<file path="config.mk">
export PLATFORM = sky130hd
export DESIGN_NAME = div_unit_flat
export DESIGN_NICKNAME = d
export VERILOG_FILES = /design/src/rtl/div_unit_if.sv /design/src/rtl/div_unit.sv /design/src/flat_wrapper.sv
export SDC_FILE = /design/constraint.sdc
export NUM_CORES = 1
export LEC_CHECK = 0
export ABC_CLOCK_PERIOD_IN_PS = 6950
export CORE_UTILIZATION = 56
export CTS_CLUSTER_DIAMETER = 120
export DETAILED_ROUTE_END_ITERATION = 7
export MAX_ROUTING_LAYER = met4
export PLACE_DENSITY = 0.81
export SLEW_MARGIN = 25
export SYNTH_ARGS = -nofsm -noshare
export SYNTH_HDL_FRONTEND = slang
export SYNTH_SLANG_ARGS = --single-unit
</file>
<file path="constraint.sdc">
create_clock -name clk -period 6.95 [get_ports clk]
set_input_delay 1.7375 -clock clk [delete_from_list [all_inputs] [get_ports clk]]
set_output_delay 1.7375 -clock clk [all_outputs]
set_load 0.005 [all_outputs]
</file>
<file path="src/rtl/div_unit_if.sv">
// EX-stage divider request/response bundle: pipeline side drives the master view,
// the divider implements the slave view.
interface div_unit_if;
  logic        valid;
  logic [7:0]  aluop;
  logic [31:0] dividend;
  logic [31:0] divisor;
  logic        cancel;
  logic        stall;
  logic        busy;
  logic        done;
  logic [31:0] quotient;
  logic [31:0] remainder;

  modport master (
    output valid, aluop, dividend, divisor, cancel,
    input  stall, busy, done, quotient, remainder
  );

  modport slave (
    input  valid, aluop, dividend, divisor, cancel,
    output stall, busy, done, quotient, remainder
  );
endinterface

</file>
<file path="src/rtl/div_unit.sv">
// Iterative radix-2 restoring divider for DIV/DIVU: 35 cycles accept-to-done, stalls EX while busy.
// Define DIV_ZERO_FAST_EN to finish divide-by-zero one cycle after accept.
module div_unit #(
  parameter logic [7:0] DIV_OP  = 8'h1A,
  parameter logic [7:0] DIVU_OP = 8'h1B
) (
  input  logic       clk,
  input  logic       resetn,
  div_unit_if.slave  bus
);

  typedef enum logic [2:0] {
    S_IDLE = 3'd0,
    S_PREP = 3'd1,
    S_CALC = 3'd2,
    S_FIX  = 3'd3,
    S_DONE = 3'd4
  } state_t;

  state_t      state;
  state_t      state_nxt;

  logic        is_div;
  logic        accept;
  logic        divisor_zero;

  logic [31:0] op_a;
  logic [31:0] op_b;
  logic        signed_div;
  logic        div_zero;
  logic        qneg;
  logic        rneg;
  logic [31:0] rem;
  logic [31:0] quo;
  logic [31:0] dvs;
  logic [4:0]  cnt;

  logic        a_neg;
  logic        b_neg;
  logic [31:0] a_mag;
  logic [31:0] b_mag;
  logic [32:0] partial;
  logic        no_borrow;
  logic [31:0] rem_sub;
  logic [31:0] q_fix;
  logic [31:0] r_fix;

  logic [31:0] quotient_q;
  logic [31:0] remainder_q;

  assign is_div       = (bus.aluop == DIV_OP) | (bus.aluop == DIVU_OP);
  assign accept       = bus.valid & is_div & (state == S_IDLE) & ~bus.cancel;
  assign divisor_zero = (bus.divisor == 32'd0);

  always_ff @(posedge clk or negedge resetn) begin
    if (!resetn) begin
      state <= S_IDLE;
    end else begin
      state <= state_nxt;
    end
  end

  always_comb begin
    state_nxt = state;
    unique case (state)
      S_IDLE: begin
        if (accept) begin
`ifdef DIV_ZERO_FAST_EN
          state_nxt = divisor_zero ? S_DONE : S_PREP;
`else
          state_nxt = S_PREP;
`endif
        end
      end
      S_PREP:  state_nxt = S_CALC;
      S_CALC:  if (cnt == 5'd31) state_nxt = S_FIX;
      S_FIX:   state_nxt = S_DONE;
      S_DONE:  state_nxt = S_IDLE;
      default: state_nxt = S_IDLE;
    endcase
    // A flush overrides every transition, including a coincident accept.
    if (bus.cancel) begin
      state_nxt = S_IDLE;
    end
  end

  always_comb begin
    a_neg = signed_div & op_a[31];
    b_neg = signed_div & op_b[31];
    a_mag = a_neg ? -op_a : op_a;
    b_mag = b_neg ? -op_b : op_b;
  end

  // Shifting {rem,quo} left can push a 33rd bit into rem; the trial subtract covers it.
  always_comb begin
    partial   = {rem, quo[31]};
    no_borrow = (partial >= {1'b0, dvs});
    rem_sub   = partial[31:0] - dvs;
  end

  always_comb begin
    q_fix = qneg ? -quo : quo;
    r_fix = rneg ? -rem : rem;
    if (div_zero) begin
      q_fix = 32'hFFFF_FFFF;
      r_fix = op_a;
    end
  end

  always_ff @(posedge clk or negedge resetn) begin
    if (!resetn) begin
      op_a       <= 32'd0;
      op_b       <= 32'd0;
      signed_div <= 1'b0;
      div_zero   <= 1'b0;
      qneg       <= 1'b0;
      rneg       <= 1'b0;
      rem        <= 32'd0;
      quo        <= 32'd0;
      dvs        <= 32'd0;
      cnt        <= 5'd0;
    end else begin
      if (accept) begin
        op_a       <= bus.dividend;
        op_b       <= bus.divisor;
        signed_div <= (bus.aluop == DIV_OP);
        div_zero   <= divisor_zero;
      end
      unique case (state)
        S_PREP: begin
          quo  <= a_mag;
          dvs  <= b_mag;
          rem  <= 32'd0;
          cnt  <= 5'd0;
          qneg <= a_neg ^ b_neg;
          rneg <= a_neg;
        end
        S_CALC: begin
          rem <= no_borrow ? rem_sub : partial[31:0];
          quo <= {quo[30:0], no_borrow};
          cnt <= cnt + 5'd1;
        end
        default: ;
      endcase
    end
  end

  // Results survive cancel; only a completed FIX (or the zero-divisor shortcut) loads them.
  always_ff @(posedge clk or negedge resetn) begin
    if (!resetn) begin
      quotient_q  <= 32'd0;
      remainder_q <= 32'd0;
    end else if ((state == S_FIX) && !bus.cancel) begin
      quotient_q  <= q_fix;
      remainder_q <= r_fix;
    end
`ifdef DIV_ZERO_FAST_EN
    else if (accept && divisor_zero) begin
      quotient_q  <= 32'hFFFF_FFFF;
      remainder_q <= bus.dividend;
    end
`endif
  end

  assign bus.busy      = (state == S_PREP) | (state == S_CALC) | (state == S_FIX);
  assign bus.done      = (state == S_DONE);
  assign bus.stall     = (accept | bus.busy) & ~bus.cancel;
  assign bus.quotient  = quotient_q;
  assign bus.remainder = remainder_q;

endmodule

</file>
<file path="src/flat_wrapper.sv">
// flat-port wrapper written by rule: the top's interface ports become plain ports
module div_unit_flat 
#(
  parameter logic [7:0] DIV_OP  = 8'h1A,
  parameter logic [7:0] DIVU_OP = 8'h1B
)
  (clk, resetn, bus_valid, bus_aluop, bus_dividend, bus_divisor, bus_cancel, bus_stall, bus_busy, bus_done, bus_quotient, bus_remainder);
  div_unit_if bus_i ();
  input  logic clk;
  input  logic resetn;
  input wire logic [$bits(bus_i.valid)-1:0] bus_valid;
  input wire logic [$bits(bus_i.aluop)-1:0] bus_aluop;
  input wire logic [$bits(bus_i.dividend)-1:0] bus_dividend;
  input wire logic [$bits(bus_i.divisor)-1:0] bus_divisor;
  input wire logic [$bits(bus_i.cancel)-1:0] bus_cancel;
  output wire logic [$bits(bus_i.stall)-1:0] bus_stall;
  output wire logic [$bits(bus_i.busy)-1:0] bus_busy;
  output wire logic [$bits(bus_i.done)-1:0] bus_done;
  output wire logic [$bits(bus_i.quotient)-1:0] bus_quotient;
  output wire logic [$bits(bus_i.remainder)-1:0] bus_remainder;
  assign bus_i.valid = bus_valid;
  assign bus_i.aluop = bus_aluop;
  assign bus_i.dividend = bus_dividend;
  assign bus_i.divisor = bus_divisor;
  assign bus_i.cancel = bus_cancel;
  assign bus_stall = bus_i.stall;
  assign bus_busy = bus_i.busy;
  assign bus_done = bus_i.done;
  assign bus_quotient = bus_i.quotient;
  assign bus_remainder = bus_i.remainder;
  div_unit #(.DIV_OP(DIV_OP), .DIVU_OP(DIVU_OP)) u_core (.clk(clk), .resetn(resetn), .bus(bus_i));
endmodule
</file>
==> qor_table.md <==
| Parameter | Reported |
|---|---|
| Total internal power | 0.00255 W |
| Part of the power in combinational logic | 17.8% |
| Largest net degree at the start of global routing | 136 |
| Sum Neg Setup Slack | 0 ns |
| Post-synthesis cell area | 13,800 um^2 |
| Grt ovf | 0 |
| Most common cell after layout, fill and taps aside | sky130_fd_sc_hd__dfrtp_1 |
| Dominant combinational cell family by area after synthesis | compound AO/OA/AOI/OAI gates |
| CTS tree | yes |
| Die width | 159 um |
| CTS-repair resized insts | 0 |
| Number of nets produced by synthesis | 1,636 |
| Required time at the worst-slack endpoint | 5.21 ns |
| Height of the die | 159 um |
| Number of vias per cell after detailed routing | 5.96 |
| Switching power summed over all nets | 0.000967 W |
| Number of synthesized register bits | 236 |
| Total detailed-routing wirelength | 34,900 um |
| IR Drop Worst-Case VDD | 0.000201 V |
| Mean instance size in the synthesized netlist | 9.09 um^2 |
| Type of origin of the critical path | input pin |
| Most frequent cells in the layout | 235 x sky130_fd_sc_hd__dfrtp_1, 177 x sky130_fd_sc_hd__o21ai_0, 161 x sky130_fd_sc_hd__nand2_1, 141 x sky130_fd_sc_hd__clkdlybuf4s50_1, 112 x sky130_fd_sc_hd__a21oi_1 |
| Total Die Area | 25,300 um^2 |
| Initial cell density of the core | 57.0% |
| Post-synthesis async set-or-reset flop share | 100% |
| Switching share of power | 27.5% |
| Final antenna diode count | 0 |
| Kind of critical path | in2out |
| Primary flip-flop cell chosen by synthesis mapping | sky130_fd_sc_hd__dfrtp_1 |
| Period minus WS final | 5.31 ns |
| Kind of path behind the tightest hold check | reg2reg |
| Max transition margin | 31.7% |
| Final number of setup-violating endpoints | 0 |
| Adder and majority cell fraction of the synthesized area | 3.58% |
| Max capacitance violation total | 0 |
| Count of pins on the block boundary | 143 |
| Reg2Reg Depth | 12 |
| Top cell type by total area after synthesis | sky130_fd_sc_hd__dfrtp_1 |
| Share of the synthesized area in compound gates (AO/OA/AOI/OAI) | 19.1% |
| Syn Inst Count | 1,521 |
| Mux cell area share after synthesis | 6.82% |
| Fraction of post-synthesis cell area in the top cell type by area | 42.7% |
| Core Box Area | 24,200 um^2 |
| Count of input and output buffers | 142 |
| Max Clock Skew | 0.0246 ns |
| Vias in the first global route | 11.2k |
| Final hold vios | 0 |
| Xor and xnor area share after synthesis | 8.87% |
| Final critical-path share of the clock period | 76.4% |
| Number of H-tree levels | 1 |
| Critical Path End Type | output port |
| Maximum number of buffers from clock root to sink | 3 |
| CTS buffer count | 26 |
| Clock share of power | 40.5% |
| Worst Tran Pin Value | 1.02 ns |
| Number of flops mapped to enable cells by yosys | 0 |
| Antenna-violating nets left | 0 |
| Hold path depth | 2 |
| Post-detail-place hpwl | 25,100 um |
| Setup fix buffers added after clock tree synthesis | 0 |
| Part of the power in registers | 41.7% |
| Number of filler cells placed in the layout | 1,947 |
| Total number of yosys warnings | 0 |
| Final layout net count | 1,731 |
| Number of antenna violations at the first check in global routing | 0 |
| Fraction of the core area covered by cells at the end of the flow | 67.5% |
| Number of max-slew violations in the final report | 0 |
| Critical path peak fanout | 3 |
| Setup repair after global routing missed its margin | no |
| Status | complete, no violations |
| Layout Cell Area excl Fill | 16,400 um^2 |
| Leakage dissipation | 7.35 nW |
| Clk root buf | sky130_fd_sc_hd__clkbuf_16 |
| Synth-to-Final Area Change | 18.5% |
| Row cnt | 57 |
| Clock-pin slew on the worst setup and hold paths | 0.06 ns |
| Number of vias in the routed layout | 11.7k |
| Peak clock frequency supported by timing | 188 MHz |
| Global-route wire length before repair | 57,500 um |
| Placed Area | 15,500 um^2 |
| Fraction of final layout cells sized beyond drive strength 1 | 8.62% |
| Crit path arrival time | 3.57 ns |
| Average detailed-routed wire length per instance | 17.8 um |
| First-pass DRT Iterations | 5 |
| Global-route total usage across every layer | 28.5% |
| Synth Area in Simple Gates | 15.1% |
| Number of sinks on the clock net | 236 |
| DR DRC count | 0 |
| Clock latency of the later-clocked register in the worst-skew pair | 0.54 ns |
| Count of cell types in the netlist | 61 |
| Part of the Yosys area used for sequential elements | 42.7% |
| Weighted congestion reported at the end of routability-driven placement | 0.933 |
| Number of hold buffers added after CTS | 0 |
| Cell types occupying the most area after synthesis | sky130_fd_sc_hd__dfrtp_1 43%, sky130_fd_sc_hd__o21ai_0 6.4%, sky130_fd_sc_hd__xor2_1 5.7% |
| Cell area power density | 215 nW/um^2 |
| First DRT Iteration DRCs | 778 |
cell families (layout without fill, tap and decap cells):
family | after synthesis | count (layout)
flops | 236 | 236
xor+xnor | 140 | 140
fa+ha+maj | 39 | 39
mux | 86 | 86
simple gates | 441 | 441
buf+inv | 141 | 255
compound gates | 438 | 438
flip-flops by register name, summed over array words and instances, names as in the netlist:
| signal | cells |
|---|---|
| u_core.div_zero | 1 |
| u_core.bus.quotient | 32 |
| u_core.rem | 32 |
| u_core.signed_div | 1 |
| u_core.state | 3 |
| u_core.bus.remainder | 32 |
| u_core.cnt | 5 |
| u_core.quo | 32 |
| u_core.dvs | 32 |
| u_core.rneg | 1 |
| u_core.qneg | 1 |
| u_core.op_b | 32 |
| u_core.op_a | 32 |
worst max-delay path, stage by stage:
cell and delay [ns]:
sky130_fd_sc_hd__clkdlybuf4s50_1 0.42, sky130_fd_sc_hd__nor4b_1 0.27, sky130_fd_sc_hd__and4b_1 0.27, sky130_fd_sc_hd__nand2_1 0.08, sky130_fd_sc_hd__a211oi_1 0.25, sky130_fd_sc_hd__clkdlybuf4s50_1 0.55
layout make-up:
| class | count | area [um^2] | area share, % |
|---|---|---|---|
| multi-input cells | 1144 | 7430 | 45.3 |
| flip-flops and latches | 236 | 5910 | 36.1 |
| repair buffers | 156 | 1550 | 9.47 |
| clock buffers | 41 | 777 | 4.74 |
| well taps | 324 | 405 | 2.47 |
| inverters | 52 | 195 | 1.19 |
| clock inverters | 6 | 116 | 0.710 |
power by group through the flow:
stage,logic (W),clock network [W],registers (W)
final,0.000627,0.00142,0.00147
after global routing,0.000695,0.00150,0.00147
after CTS,0.000623,0.00144,0.00146
after detailed placement,0.000619,0,0.00149
after global placement,0.000609,0,0.00149
after floorplan,0.000438,0,0.00146
metrics by stage:
step           worst slack [ns]  instances  hold slack [ns]  power [W]
2_1_floorplan              2.65       1521            0.449    0.00190
3_3_place_gp               1.68       1911            0.462    0.00210
3_5_place_dp               1.65       1911            0.469    0.00211
4_1_cts                    1.64       1958            0.483    0.00353
5_1_grt                    1.45       1959            0.501    0.00366
6_report                   1.64       1959            0.477    0.00352
synthesized netlist by cell type, drive strengths merged, types with 29 or more instances:
master,count
a21oi,113
clkbuf,74
o21ai,178
a22oi,29
mux2,65
nor2,108
xnor2,50
ha,38
nand3,41
inv,52
xor2,90
nand2,161
dfrtp,236
layer usage:
layer | wire [um] | vias up | global-route usage [%] | part of all wire (%)
met3 | 2000 | 60 | 3.46 | 5.7
met2 | 16800 | 364 | 46.9 | 48
li1 | - | 5647 | - | -
met4 | 830 | 0 | 7.69 | 2.4
met5 | 0 | - | - | 0
met1 | 15300 | 5595 | 37.5 | 44
final timing paths:
check / slack, ns / to / from
worst max register to register: 3.12 / u_core.rem[30] / u_core.quo[31]
max in group asynchronous: 4.29 / u_core.div_zero / resetn
worst max-delay path: 1.64 / bus_stall / bus_aluop[7]
min in group asynchronous: 1.08 / u_core.op_a[26] / resetn
worst min register to register: 0.48 / u_core.dvs[11] / u_core.dvs[11]
worst min-delay path: 0.48 / u_core.dvs[11] / u_core.dvs[11]
Note: power is estimated with default switching activity, not from simulation.
